## src/rtl/axis_pkt_src_if.sv

```systemverilog
// Egress bundle of axis_pkt_src: 256b DAT channel plus LEN/SPT/DPT/ERR sideband channels.
interface axis_pkt_src_if #(
  parameter int unsigned DW = 256
);
  logic [DW-1:0]   dat_tdata;
  logic [DW/8-1:0] dat_tstrb;
  logic            dat_tlast;
  logic            dat_tvalid;
  logic            dat_tready;
  logic [15:0]     len_tdata;
  logic            len_tvalid;
  logic            len_tready;
  logic [7:0]      spt_tdata;
  logic            spt_tvalid;
  logic            spt_tready;
  logic [7:0]      dpt_tdata;
  logic            dpt_tvalid;
  logic            dpt_tready;
  logic [7:0]      err_tdata;
  logic            err_tvalid;
  logic            err_tready;

  modport master (
    output dat_tdata, dat_tstrb, dat_tlast, dat_tvalid,
    output len_tdata, len_tvalid, spt_tdata, spt_tvalid,
    output dpt_tdata, dpt_tvalid, err_tdata, err_tvalid,
    input  dat_tready, len_tready, spt_tready, dpt_tready, err_tready
  );

  modport slave (
    input  dat_tdata, dat_tstrb, dat_tlast, dat_tvalid,
    input  len_tdata, len_tvalid, spt_tdata, spt_tvalid,
    input  dpt_tdata, dpt_tvalid, err_tdata, err_tvalid,
    output dat_tready, len_tready, spt_tready, dpt_tready, err_tready
  );
endinterface

```

## src/rtl/axis_pkt_src.sv

```systemverilog
// AXI4-Stream packet source: one sideband beat per channel, then deterministic DAT payload.
// Optional error tagging on the ERR channel is enabled by defining PKTGEN_ERR_INJECT_EN.
module axis_pkt_src #(
  parameter int unsigned DW = 256
) (
  input  logic        ACLK,
  input  logic        ARESET,
  input  logic        start,
  input  logic        stop,
  input  logic [15:0] pkt_len,
  input  logic [15:0] num_pkts,
  input  logic [7:0]  spt,
  input  logic [7:0]  dpt,
`ifdef PKTGEN_ERR_INJECT_EN
  input  logic [7:0]  err_every,
`endif
  output logic        busy,
  output logic        done,
  output logic        start_err,
  output logic [31:0] pkt_cnt,
  axis_pkt_src_if.master m_axis
);

  localparam int unsigned Lanes = DW / 32;
  localparam int unsigned Bytes = DW / 8;

  typedef enum logic [1:0] {StIdle, StHdr, StData} state_e;

  state_e          state_q, state_d;
  logic [15:0]     len_q, len_d, num_q, num_d;
  logic [7:0]      spt_q, spt_d, dpt_q, dpt_d, err_q, err_d;
  logic [15:0]     pkt_idx_q, pkt_idx_d, beat_q, beat_d, last_beat_q, last_beat_d;
  logic            stop_q, stop_d, busy_q, busy_d, done_q, done_d, start_err_q, start_err_d;
  logic [31:0]     pkt_cnt_q, pkt_cnt_d;
  logic            len_v_q, len_v_d, spt_v_q, spt_v_d, dpt_v_q, dpt_v_d, err_v_q, err_v_d;
  logic            dat_v_q, dat_v_d, dat_last_q, dat_last_d;
  logic [DW-1:0]   dat_data_q, dat_data_d;
  logic [Bytes-1:0] dat_strb_q, dat_strb_d;
`ifdef PKTGEN_ERR_INJECT_EN
  logic [7:0]      err_every_q, err_every_d, err_ctr_q, err_ctr_d;
  logic [8:0]      err_ctr_inc;
`endif

  logic [16:0]      nb;
  logic [15:0]      nxt_beat;
  logic [DW-1:0]    nxt_data;
  logic [Bytes-1:0] nxt_strb;
  logic             nxt_last;
  logic             finish;

  // Payload of the beat that will be presented next: beat 0 from HDR, beat_q+1 from DATA.
  always_comb begin
    nb       = ({1'b0, pkt_len} + 17'd31) >> 5;
    nxt_beat = (state_q == StHdr) ? 16'd0 : beat_q + 16'd1;
    nxt_last = (nxt_beat == last_beat_q);
    nxt_data = '0;
    nxt_strb = '0;
    for (int i = 0; i < Lanes; i++) begin
      nxt_data[32*i +: 32] = {pkt_idx_q, (nxt_beat << 3) + 16'(i)};
    end
    for (int j = 0; j < Bytes; j++) begin
      nxt_strb[j] = !nxt_last || (len_q[4:0] == 5'd0) || (5'(j) < len_q[4:0]);
    end
  end

  always_comb begin
    state_d     = state_q;
    len_d       = len_q;
    num_d       = num_q;
    spt_d       = spt_q;
    dpt_d       = dpt_q;
    err_d       = err_q;
    pkt_idx_d   = pkt_idx_q;
    beat_d      = beat_q;
    last_beat_d = last_beat_q;
    stop_d      = stop_q;
    busy_d      = busy_q;
    done_d      = 1'b0;
    start_err_d = 1'b0;
    pkt_cnt_d   = pkt_cnt_q;
    len_v_d     = len_v_q;
    spt_v_d     = spt_v_q;
    dpt_v_d     = dpt_v_q;
    err_v_d     = err_v_q;
    dat_v_d     = dat_v_q;
    dat_last_d  = dat_last_q;
    dat_data_d  = dat_data_q;
    dat_strb_d  = dat_strb_q;
    finish      = 1'b0;
`ifdef PKTGEN_ERR_INJECT_EN
    err_every_d = err_every_q;
    err_ctr_d   = err_ctr_q;
    err_ctr_inc = {1'b0, err_ctr_q} + 9'd1;
`endif

    case (state_q)
      StIdle: begin
        stop_d = 1'b0;
        busy_d = 1'b0;
        if (start) begin
          if (pkt_len == 16'd0) begin
            start_err_d = 1'b1;
          end else begin
            state_d     = StHdr;
            len_d       = pkt_len;
            num_d       = num_pkts;
            spt_d       = spt;
            dpt_d       = dpt;
            pkt_idx_d   = 16'd0;
            beat_d      = 16'd0;
            last_beat_d = nb[15:0] - 16'd1;
            busy_d      = 1'b1;
            len_v_d     = 1'b1;
            spt_v_d     = 1'b1;
            dpt_v_d     = 1'b1;
            err_v_d     = 1'b1;
`ifdef PKTGEN_ERR_INJECT_EN
            // err_ctr tracks (pkt_idx+1) mod err_every for the packet in flight.
            err_every_d = err_every;
            err_ctr_d   = (err_every == 8'd1) ? 8'd0 : 8'd1;
            err_d       = (err_every == 8'd1) ? 8'h01 : 8'h00;
`else
            err_d       = 8'h00;
`endif
          end
        end
      end

      StHdr: begin
        stop_d = stop_q | stop;
        if (m_axis.len_tready) len_v_d = 1'b0;
        if (m_axis.spt_tready) spt_v_d = 1'b0;
        if (m_axis.dpt_tready) dpt_v_d = 1'b0;
        if (m_axis.err_tready) err_v_d = 1'b0;
        if (!len_v_d && !spt_v_d && !dpt_v_d && !err_v_d) begin
          state_d    = StData;
          beat_d     = nxt_beat;
          dat_v_d    = 1'b1;
          dat_data_d = nxt_data;
          dat_strb_d = nxt_strb;
          dat_last_d = nxt_last;
        end
      end

      StData: begin
        stop_d = stop_q | stop;
        if (m_axis.dat_tready) begin
          if (dat_last_q) begin
            pkt_cnt_d  = pkt_cnt_q + 32'd1;
            pkt_idx_d  = pkt_idx_q + 16'd1;
            dat_v_d    = 1'b0;
            dat_last_d = 1'b0;
            finish     = stop_q || stop || ((num_q != 16'd0) && (pkt_idx_d == num_q));
            if (finish) begin
              state_d = StIdle;
              done_d  = 1'b1;
              busy_d  = 1'b0;
            end else begin
              state_d = StHdr;
              len_v_d = 1'b1;
              spt_v_d = 1'b1;
              dpt_v_d = 1'b1;
              err_v_d = 1'b1;
`ifdef PKTGEN_ERR_INJECT_EN
              err_ctr_d = (err_ctr_inc == {1'b0, err_every_q}) ? 8'd0 : err_ctr_inc[7:0];
              err_d     = ((err_every_q != 8'd0) && (err_ctr_d == 8'd0)) ? 8'h01 : 8'h00;
`endif
            end
          end else begin
            beat_d     = nxt_beat;
            dat_data_d = nxt_data;
            dat_strb_d = nxt_strb;
            dat_last_d = nxt_last;
          end
        end
      end

      default: state_d = StIdle;
    endcase
  end

  always_ff @(posedge ACLK) begin
    if (ARESET) begin
      state_q     <= StIdle;
      len_q       <= '0;
      num_q       <= '0;
      spt_q       <= '0;
      dpt_q       <= '0;
      err_q       <= '0;
      pkt_idx_q   <= '0;
      beat_q      <= '0;
      last_beat_q <= '0;
      stop_q      <= 1'b0;
      busy_q      <= 1'b0;
      done_q      <= 1'b0;
      start_err_q <= 1'b0;
      pkt_cnt_q   <= '0;
      len_v_q     <= 1'b0;
      spt_v_q     <= 1'b0;
      dpt_v_q     <= 1'b0;
      err_v_q     <= 1'b0;
      dat_v_q     <= 1'b0;
      dat_last_q  <= 1'b0;
      dat_data_q  <= '0;
      dat_strb_q  <= '0;
`ifdef PKTGEN_ERR_INJECT_EN
      err_every_q <= '0;
      err_ctr_q   <= '0;
`endif
    end else begin
      state_q     <= state_d;
      len_q       <= len_d;
      num_q       <= num_d;
      spt_q       <= spt_d;
      dpt_q       <= dpt_d;
      err_q       <= err_d;
      pkt_idx_q   <= pkt_idx_d;
      beat_q      <= beat_d;
      last_beat_q <= last_beat_d;
      stop_q      <= stop_d;
      busy_q      <= busy_d;
      done_q      <= done_d;
      start_err_q <= start_err_d;
      pkt_cnt_q   <= pkt_cnt_d;
      len_v_q     <= len_v_d;
      spt_v_q     <= spt_v_d;
      dpt_v_q     <= dpt_v_d;
      err_v_q     <= err_v_d;
      dat_v_q     <= dat_v_d;
      dat_last_q  <= dat_last_d;
      dat_data_q  <= dat_data_d;
      dat_strb_q  <= dat_strb_d;
`ifdef PKTGEN_ERR_INJECT_EN
      err_every_q <= err_every_d;
      err_ctr_q   <= err_ctr_d;
`endif
    end
  end

  assign busy              = busy_q;
  assign done              = done_q;
  assign start_err         = start_err_q;
  assign pkt_cnt           = pkt_cnt_q;
  assign m_axis.dat_tdata  = dat_data_q;
  assign m_axis.dat_tstrb  = dat_strb_q;
  assign m_axis.dat_tlast  = dat_last_q;
  assign m_axis.dat_tvalid = dat_v_q;
  assign m_axis.len_tdata  = len_q;
  assign m_axis.len_tvalid = len_v_q;
  assign m_axis.spt_tdata  = spt_q;
  assign m_axis.spt_tvalid = spt_v_q;
  assign m_axis.dpt_tdata  = dpt_q;
  assign m_axis.dpt_tvalid = dpt_v_q;
  assign m_axis.err_tdata  = err_q;
  assign m_axis.err_tvalid = err_v_q;

endmodule

```

## src/flat_wrapper.sv

```systemverilog
// flat-port wrapper written by rule: the top's interface ports become plain ports
module axis_pkt_src_flat 
#(
  parameter int unsigned DW = 256
)
  (ACLK, ARESET, start, stop, pkt_len, num_pkts, spt, dpt, busy, done, start_err, pkt_cnt, m_axis_dat_tdata, m_axis_dat_tstrb, m_axis_dat_tlast, m_axis_dat_tvalid, m_axis_len_tdata, m_axis_len_tvalid, m_axis_spt_tdata, m_axis_spt_tvalid, m_axis_dpt_tdata, m_axis_dpt_tvalid, m_axis_err_tdata, m_axis_err_tvalid, m_axis_dat_tready, m_axis_len_tready, m_axis_spt_tready, m_axis_dpt_tready, m_axis_err_tready);
  axis_pkt_src_if #(.DW(DW)) m_axis_i ();
  input  logic ACLK;
  input  logic ARESET;
  input  logic start;
  input  logic stop;
  input  logic [15:0] pkt_len;
  input  logic [15:0] num_pkts;
  input  logic [7:0] spt;
  input  logic [7:0] dpt;
  output logic busy;
  output logic done;
  output logic start_err;
  output logic [31:0] pkt_cnt;
  output wire logic [$bits(m_axis_i.dat_tdata)-1:0] m_axis_dat_tdata;
  output wire logic [$bits(m_axis_i.dat_tstrb)-1:0] m_axis_dat_tstrb;
  output wire logic [$bits(m_axis_i.dat_tlast)-1:0] m_axis_dat_tlast;
  output wire logic [$bits(m_axis_i.dat_tvalid)-1:0] m_axis_dat_tvalid;
  output wire logic [$bits(m_axis_i.len_tdata)-1:0] m_axis_len_tdata;
  output wire logic [$bits(m_axis_i.len_tvalid)-1:0] m_axis_len_tvalid;
  output wire logic [$bits(m_axis_i.spt_tdata)-1:0] m_axis_spt_tdata;
  output wire logic [$bits(m_axis_i.spt_tvalid)-1:0] m_axis_spt_tvalid;
  output wire logic [$bits(m_axis_i.dpt_tdata)-1:0] m_axis_dpt_tdata;
  output wire logic [$bits(m_axis_i.dpt_tvalid)-1:0] m_axis_dpt_tvalid;
  output wire logic [$bits(m_axis_i.err_tdata)-1:0] m_axis_err_tdata;
  output wire logic [$bits(m_axis_i.err_tvalid)-1:0] m_axis_err_tvalid;
  input wire logic [$bits(m_axis_i.dat_tready)-1:0] m_axis_dat_tready;
  input wire logic [$bits(m_axis_i.len_tready)-1:0] m_axis_len_tready;
  input wire logic [$bits(m_axis_i.spt_tready)-1:0] m_axis_spt_tready;
  input wire logic [$bits(m_axis_i.dpt_tready)-1:0] m_axis_dpt_tready;
  input wire logic [$bits(m_axis_i.err_tready)-1:0] m_axis_err_tready;
  assign m_axis_dat_tdata = m_axis_i.dat_tdata;
  assign m_axis_dat_tstrb = m_axis_i.dat_tstrb;
  assign m_axis_dat_tlast = m_axis_i.dat_tlast;
  assign m_axis_dat_tvalid = m_axis_i.dat_tvalid;
  assign m_axis_len_tdata = m_axis_i.len_tdata;
  assign m_axis_len_tvalid = m_axis_i.len_tvalid;
  assign m_axis_spt_tdata = m_axis_i.spt_tdata;
  assign m_axis_spt_tvalid = m_axis_i.spt_tvalid;
  assign m_axis_dpt_tdata = m_axis_i.dpt_tdata;
  assign m_axis_dpt_tvalid = m_axis_i.dpt_tvalid;
  assign m_axis_err_tdata = m_axis_i.err_tdata;
  assign m_axis_err_tvalid = m_axis_i.err_tvalid;
  assign m_axis_i.dat_tready = m_axis_dat_tready;
  assign m_axis_i.len_tready = m_axis_len_tready;
  assign m_axis_i.spt_tready = m_axis_spt_tready;
  assign m_axis_i.dpt_tready = m_axis_dpt_tready;
  assign m_axis_i.err_tready = m_axis_err_tready;
  axis_pkt_src #(.DW(DW)) u_core (.ACLK(ACLK), .ARESET(ARESET), .start(start), .stop(stop), .pkt_len(pkt_len), .num_pkts(num_pkts), .spt(spt), .dpt(dpt), .busy(busy), .done(done), .start_err(start_err), .pkt_cnt(pkt_cnt), .m_axis(m_axis_i));
endmodule
```

## config.mk

```make
export PLATFORM = sky130hd
export DESIGN_NAME = axis_pkt_src_flat
export DESIGN_NICKNAME = d
export VERILOG_FILES = /design/src/rtl/axis_pkt_src_if.sv /design/src/rtl/axis_pkt_src.sv /design/src/flat_wrapper.sv
export SDC_FILE = /design/constraint.sdc
export NUM_CORES = 1
export LEC_CHECK = 0
export CAP_MARGIN = 15
export CELL_PAD_IN_SITES_DETAIL_PLACEMENT = 1
export CELL_PAD_IN_SITES_GLOBAL_PLACEMENT = 1
export CORE_UTILIZATION = 28
export CTS_CLUSTER_DIAMETER = 40
export DETAILED_ROUTE_END_ITERATION = 7
export PLACE_DENSITY_LB_ADDON = 0.05
export SYNTH_ARGS = -nofsm -noshare
export SYNTH_HDL_FRONTEND = slang
export SYNTH_SLANG_ARGS = --single-unit
```

## constraint.sdc

```tcl
create_clock -name ACLK -period 2.9 [get_ports ACLK]
set_input_delay 0.58 -clock ACLK [delete_from_list [all_inputs] [get_ports ACLK]]
set_output_delay 0.58 -clock ACLK [all_outputs]
set_load 0.02 [all_outputs]
```

; After elaboration in Yosys (flattened, before gate mapping)
; Index checks and enable logic that the tools add are counted.
[word_totals]
regBits = 428
latchBits = 0
ramBits = 0
romBits = 0
in_bits = 57
output_inout_bits = 369
word_cells = 208
memories = 0
[classes]
addsub = 12
mul = 0
n_div = 0
magnitude_cmp = 32
eq_ne = 12
n_shift = 0
muxes = 59
n_bitwise = 7
reduce_logical = 65
[op_table]
columns = cell, n
row1 = 256-bit 2-to-1 mux, 3
row2 = 256-bit case mux with 2 select lines, 1
row3 = 16-bit 2-to-1 mux, 8
row4 = 32-bit 2-to-1 mux, 3
row5 = "5-bit < comparator, first input constant", 16
row6 = "16-bit by 3-bit adder with 16-bit output, second input constant", 4
row7 = 32-bit case mux with 2 select lines, 1
row8 = "16-bit by 1-bit adder with 16-bit output, second input constant", 3
row9 = 16-bit case mux with 3 select lines, 1
row10 = "4-bit by 5-bit < comparator with 1-bit output, first input constant", 8
row11 = 1-bit logical OR, 35
row12 = "16-bit by 2-bit adder with 16-bit output, second input constant", 2
row13 = "32-bit by 1-bit adder with 32-bit output, second input constant", 1
row14 = 16-bit equality test, 2
row15 = 16-bit case mux with 2 select lines, 1
row16 = 1-bit 2-to-1 mux, 27
row17 = "3-bit by 5-bit < comparator with 1-bit output, first input constant", 4
row18 = "16-bit by 5-bit adder with 17-bit output, second input constant", 1
row19 = 16-bit logical NOT, 1
row20 = 16-bit nonzero test, 1
row21 = "12-bit by 1-bit subtractor with 13-bit output, second input constant", 1
row22 = "2-bit inequality test, second input constant", 6
row23 = 1-bit case mux with 3 select lines, 4
row24 = 4-bit AND reduction, 3
row25 = 22 further kinds, 50

; Depth between registers and ports, before layout
; Gate-level depths: netlist (run 1).
[depth]
ltp_word = 9
mapped_depth = 12
depth_no_buf = 10

; Worst setup path after synthesis (run 1)
; OpenSTA, ideal clock, no wires.
[synth_timing]
path_kind = register -> register
startpoint = register u_core.beat_q[0]
endpoint = register u_core.dat_strb_q[21], in the netlist u_core.m_axis.dat_tstrb[21]
setup_time_ns = 0.134
arrival_time_ns = 2.646
t_required_ns = 2.766
setup_slack_ns = 0.119
path_stages_with_launch = 11
path_buffers = 1
period_less_slack_ns = 2.781
cell_sequence = dfxtp_1 > ha_1 > nand3_2 > or4_1 > a21oi_1 > xor2_1 > nor4_1 > o2111ai_4 > nor2_4 > buf_6 > a211oi_1
[synth_between]
elab_chain_len = 9
word_cells_on_any_way = 10
classes_between = add/sub: 1 / eq/ne: 1 / mux: 5 / reduce/logical: 3
[synth_lines]
columns = item, line
row1 = start: declaration, axis_pkt_src.sv:32  ; logic [15:0] pkt_idx_q, pkt_idx_d, beat_q, beat_d, last_beat_q, last_beat_d;
row2 = start signal: assignment, axis_pkt_src.sv:218  ; beat_q <= beat_d;
row3 = 16-bit by 1-bit adder with 16-bit output (*), axis_pkt_src.sv:54  ; nxt_beat = (state_q == StHdr) ? 16'd0 : beat_q + 16'd1;
row4 = 16-bit 2-to-1 mux (*), axis_pkt_src.sv:54
row5 = 16-bit equality test (*), axis_pkt_src.sv:55  ; nxt_last = (nxt_beat == last_beat_q);
row6 = 1-bit logical NOT (*), axis_pkt_src.sv:62  ; nxt_strb[j] = !nxt_last || (len_q[4:0] == 5'd0) || (5'(j) < len_q[4:0]);
row7 = 1-bit logical OR (*) (2 in series), axis_pkt_src.sv:62
row8 = 32-bit 2-to-1 mux, axis_pkt_src.sv:148  ; if (dat_last_q) begin
row9 = 32-bit 2-to-1 mux, axis_pkt_src.sv:147  ; if (m_axis.dat_tready) begin
row10 = 32-bit case mux with 2 select lines (*), axis_pkt_src.sv:96  ; case (state_q)
row11 = end signal: assignment, axis_pkt_src.sv:232  ; dat_strb_q <= dat_strb_d;
row12 = end: declaration, axis_pkt_src.sv:38  ; logic [Bytes-1:0] dat_strb_q, dat_strb_d;
; Every way passes the cells marked *; elsewhere a longest branch is shown, timed or not. The select of a mux whose other input is x is not followed.
; A chain may end at the register's enable or synchronous reset.

; Worst setup path after layout (run 1)
[layout_timing]
startpoint = input pkt_len[1]
endpoint = register u_core.last_beat_q[10]
[layout_between]
elab_chain_len = 3
word_cells_on_any_way = 5
classes_between = add/sub: 2 / bitwise: 1 / reduce/logical: 2
[layout_lines]
columns = item, line
row1 = start: declaration, flat_wrapper.sv:12  ; input logic [15:0] pkt_len;
row2 = "parallel branches: the longest is 3 deep, another holds 16-bit by 5-bit adder with 17-bit output", n/a
row3 = end signal: assignment, axis_pkt_src.sv:219  ; last_beat_q <= last_beat_d;
row4 = end: declaration, axis_pkt_src.sv:32
; Several ways; the timed one is not identified.

==> run_results.csv, run 1 <==
group,metric,value,unit
yosys,ys_seq_area_share,35.8,%
global_routing,grt_pass1_vias,10232,
flow_run,cap_violations,0,
final_layout,fin_cells,2216,
timing,period_share,95.9,%
pwr,vdd_ir_drop_max,0.467,mV
pwr,powerDensity,637,nW/um2
final_layout,drive_gt1_share,10.7,%
place,placedCellCount,2178,
floorplan,fp.dieW,201,um
place,port_buffers,405,
timing,final-max-slew-violation-count,0,
yosys,syn_area_per_cell,7.70,um2
detailed_routing,ant_nets,0,
timing,skew,0.0150,ns
global_routing,grt_pass1_wl,59700,um
place,place_congestion,0.824,
worst_setup_path,critPathLaunchType,"input port",
detailed_routing,wl_per_cell,17.4,um
yosys,synth_cell_types,64,
final_layout,diodes,0,
clock_tree,cts_buffers,17,
global_routing,grt_max_degree,59,
clock_tree,htree_num_levels,4,
detailed_routing,drc,0,
yosys,synth_top_area_share,35.8,%
yosys,ys_ff_latch,199,
outcome,outcome,"finished, final reports clean",
timing,worst_pin_slew,0.693,ns
timing,final-hold-violation-count,0,
clock_tree,cts_tree,"yes",
yosys,synth_flop_cell,"dfxtp_1",
timing,max-slew-margin-rel,53.8,%
detailed_routing,routed_wl,38500,um
yosys,synth_top_area_cell,"dfxtp_1",
worst_setup_path,crit_arrival,3.17,ns
global_routing,grt_overflow,0,
detailed_routing,first_pass_iters,4,
final_layout,nFillCells,4652,
detailed_routing,viasPerCell,4.69,
timing,rsz0062_at_grt,"true",
global_routing,antenna_found_initial,1,
detailed_routing,route.vias.total,10385,
floorplan,dieHeight,201,um
yosys,synth_warnings,0,
pwr,p_leak,5.58,nW
floorplan,initial_core_util,28.6,%
yosys,synth_area,11100,um2
place,hpwl,28900,um
floorplan,coreArea,38900,um2
yosys,synthTopCellsByArea,"dfxtp_1, buf_4, nand2_1",
worst_setup_path,path_class,"in2reg",
worst_setup_path,cp-end-kind,"flop",
timing,setup_viol,0,
floorplan,dieArea,40600,um2
clock_tree,path_clk_slew,0.08,ns
clock_tree,clkLatencyLatePin,0.46,ns
clock_tree,clock_path_buffers,2,
timing,clock.fmax,360,MHz
worst_setup_path,required,3.29,ns
timing,min_period,2.78,ns
hold_path,hold_path.class,"reg2reg",
yosys,syn_inst,1447,
yosys,synth_edf_count,0,
clock_tree,cts-root-buf,"clkbuf_16",
worst_setup_path,crit_path_max_fanout,3,
global_routing,grtUsageTotal,18.6,%
timing,setup_tns,0,ns
detailed_routing,drtIter0Drc,435,
yosys,synthArstFlopShare,0,%
final_layout,layout.nets,1751,
clock_tree,clkSinkCount,199,
floorplan,rows,72,
final_layout,area_delta_synth_final,39.6,%
floorplan,pin_count,426,
[power by group]
part / internal (W) / switching (W)
Clock: 0.00117 / 0.00131
Sequential: 0.00313 / 0.000337
Combinational: 0.00168 / 0.00228
Total: 0.00599 / 0.00392
[per-stage QoR]
stage / utilization (%) / setup WS [ns] / instance area [um2] / hold WS [ns] / power, W
floorplan: - / 0.119 / 11200 / 0.441 / 0.00577
global placement: 37.9 / -0.444 / 14800 / 0.443 / 0.00746
detailed placement: 37.9 / -0.508 / 14800 / 0.453 / 0.00750
CTS: 39.6 / 0.00448 / 15400 / 0.463 / 0.0101
global route: 39.9 / -0.0294 / 15500 / 0.481 / 0.0105
finish: 39.9 / 0.120 / 15500 / 0.460 / 0.00991
[layout make-up]
cell class / count / area (um2) / area share [%]
inverters: 21 / 82.6 / 0.531
repair inverters: 1 / 5.00 / 0.0322
well taps: 518 / 648 / 4.17
clock inverters: 15 / 171 / 1.10
repair buffers: 513 / 4990 / 32.1
multi-input cells: 932 / 5230 / 33.7
flip-flops and latches: 199 / 3990 / 25.7
clock buffers: 17 / 425 / 2.74
[worst paths after layout]
kind	start	end	slack [ns]	depth (start not counted)
max	pkt_len[1]	u_core.last_beat_q[10]	0.12	11
min	u_core.m_axis.dpt_tdata[2]	u_core.m_axis.dpt_tdata[2]	0.46	2
max reg2reg	u_core.beat_q[1]	u_core.m_axis.dat_tstrb[27]	0.18	12
min reg2reg	u_core.m_axis.dpt_tdata[2]	u_core.m_axis.dpt_tdata[2]	0.46	2
[worst max-delay path: stages]
cell	delay (ns)
clkdlybuf4s50_1	0.42
or4_4	0.56
o21ai_1	0.20
nand2_1	0.11
ha_2	0.21
nor4_1	0.37
and3_1	0.24
a31oi_1	0.11
xnor2_1	0.17
nand2_1	0.07
a21oi_1	0.13
[cell families (layout without fill, tap and decap cells)]
logic type | count (synthesis) | count (layout) | share of synthesized area (%)
fa+ha+maj | 9 | 9 | 1.01
other cells | 1 | 20 | 0.0337
buf+inv | 335 | 567 | 19.3
simple gates | 555 | 555 | 23.3
flops | 199 | 199 | 35.8
xor+xnor | 63 | 63 | 4.95
compound gates | 276 | 276 | 14.8
mux | 9 | 9 | 0.820
[metal layers]
layer	part of all wire, %	GRT usage (%)
met5	0.042	0
met4	1.4	5.30
met3	6.3	4.73
met2	47	31.2
met1	45	23.4
[registers in the layout (all words and copies together), names as in the netlist, 8 cells and up]
| name | count |
|---|---|
| u_core.num_q | 16 |
| u_core.pkt_cnt | 32 |
| u_core.m_axis.dat_tdata | 30 |
| u_core.beat_q | 16 |
| u_core.m_axis.dpt_tdata | 8 |
| u_core.m_axis.dat_tstrb | 32 |
| u_core.m_axis.len_tdata | 16 |
| u_core.last_beat_q | 13 |
| u_core.m_axis.spt_tdata | 8 |
| u_core.pkt_idx_q | 16 |
[cells in the mapped netlist, drive strengths merged (4+ instances only)]
cell	number
a211oi	28
a21o	13
a21oi	143
a22oi	5
a31oi	9
a41oi	4
and2	6
and3	14
and4	7
buf	248
clkbuf	66
dfxtp	199
ha	9
inv	20
mux2i	8
nand2	214
nand2b	13
nand3	36
nand3b	4
nand4	17
nor2	137
nor2b	11
nor3	40
nor3b	4
nor4	16
o21a	5
o21ai	41
o21bai	9
or3	20
or4	10
xnor2	30
xor2	33
[cell usage in the layout, fill, tap and decap left out, types with 5 or more instances in the layout]
cell	count
nor3_1	38
a22oi_1	5
inv_1	20
or3_1	20
nand2_1	213
dfxtp_2	5
xor2_1	33
nor2b_1	11
dfxtp_1	194
conb_1	20
nand3_1	35
o21ai_1	5
inv_8	7
and2_1	6
a21o_1	13
and3_1	14
a211oi_1	24
nand4_1	16
buf_4	98
o21ai_0	36
ha_1	6
nor4_1	12
xnor2_1	30
and4_1	7
a31oi_1	9
or4_1	9
a21oi_1	141
mux2i_1	8
nand2b_1	13
clkbuf_16	17
clkdlybuf4s50_1	404
o21bai_1	9
buf_12	10
nor2_1	135
[what timing repair did]
action / 4_1_cts / 5_1_grt
pin swaps: 2 / 5
resized for setup: 7 / 26
setup buffers: 2 / 3
setup endpoints to repair: 8 / 35
cloned: 0 / 1
hold buffers: 0 / 0
Note: power is estimated with default switching activity, not from simulation.
==> run 2, diff against run 1 <==
--- a/config.mk
+++ b/config.mk
@@ -5,6 +5,7 @@
 export SDC_FILE = /design/constraint.sdc
 export NUM_CORES = 1
 export LEC_CHECK = 0
+export ABC_CLOCK_PERIOD_IN_PS = 2900
 export CAP_MARGIN = 15
 export CELL_PAD_IN_SITES_DETAIL_PLACEMENT = 1
 export CELL_PAD_IN_SITES_GLOBAL_PLACEMENT = 1
==> results of run 2 <==
No change in the layout: final DEF, timing and power equal those of run 1.
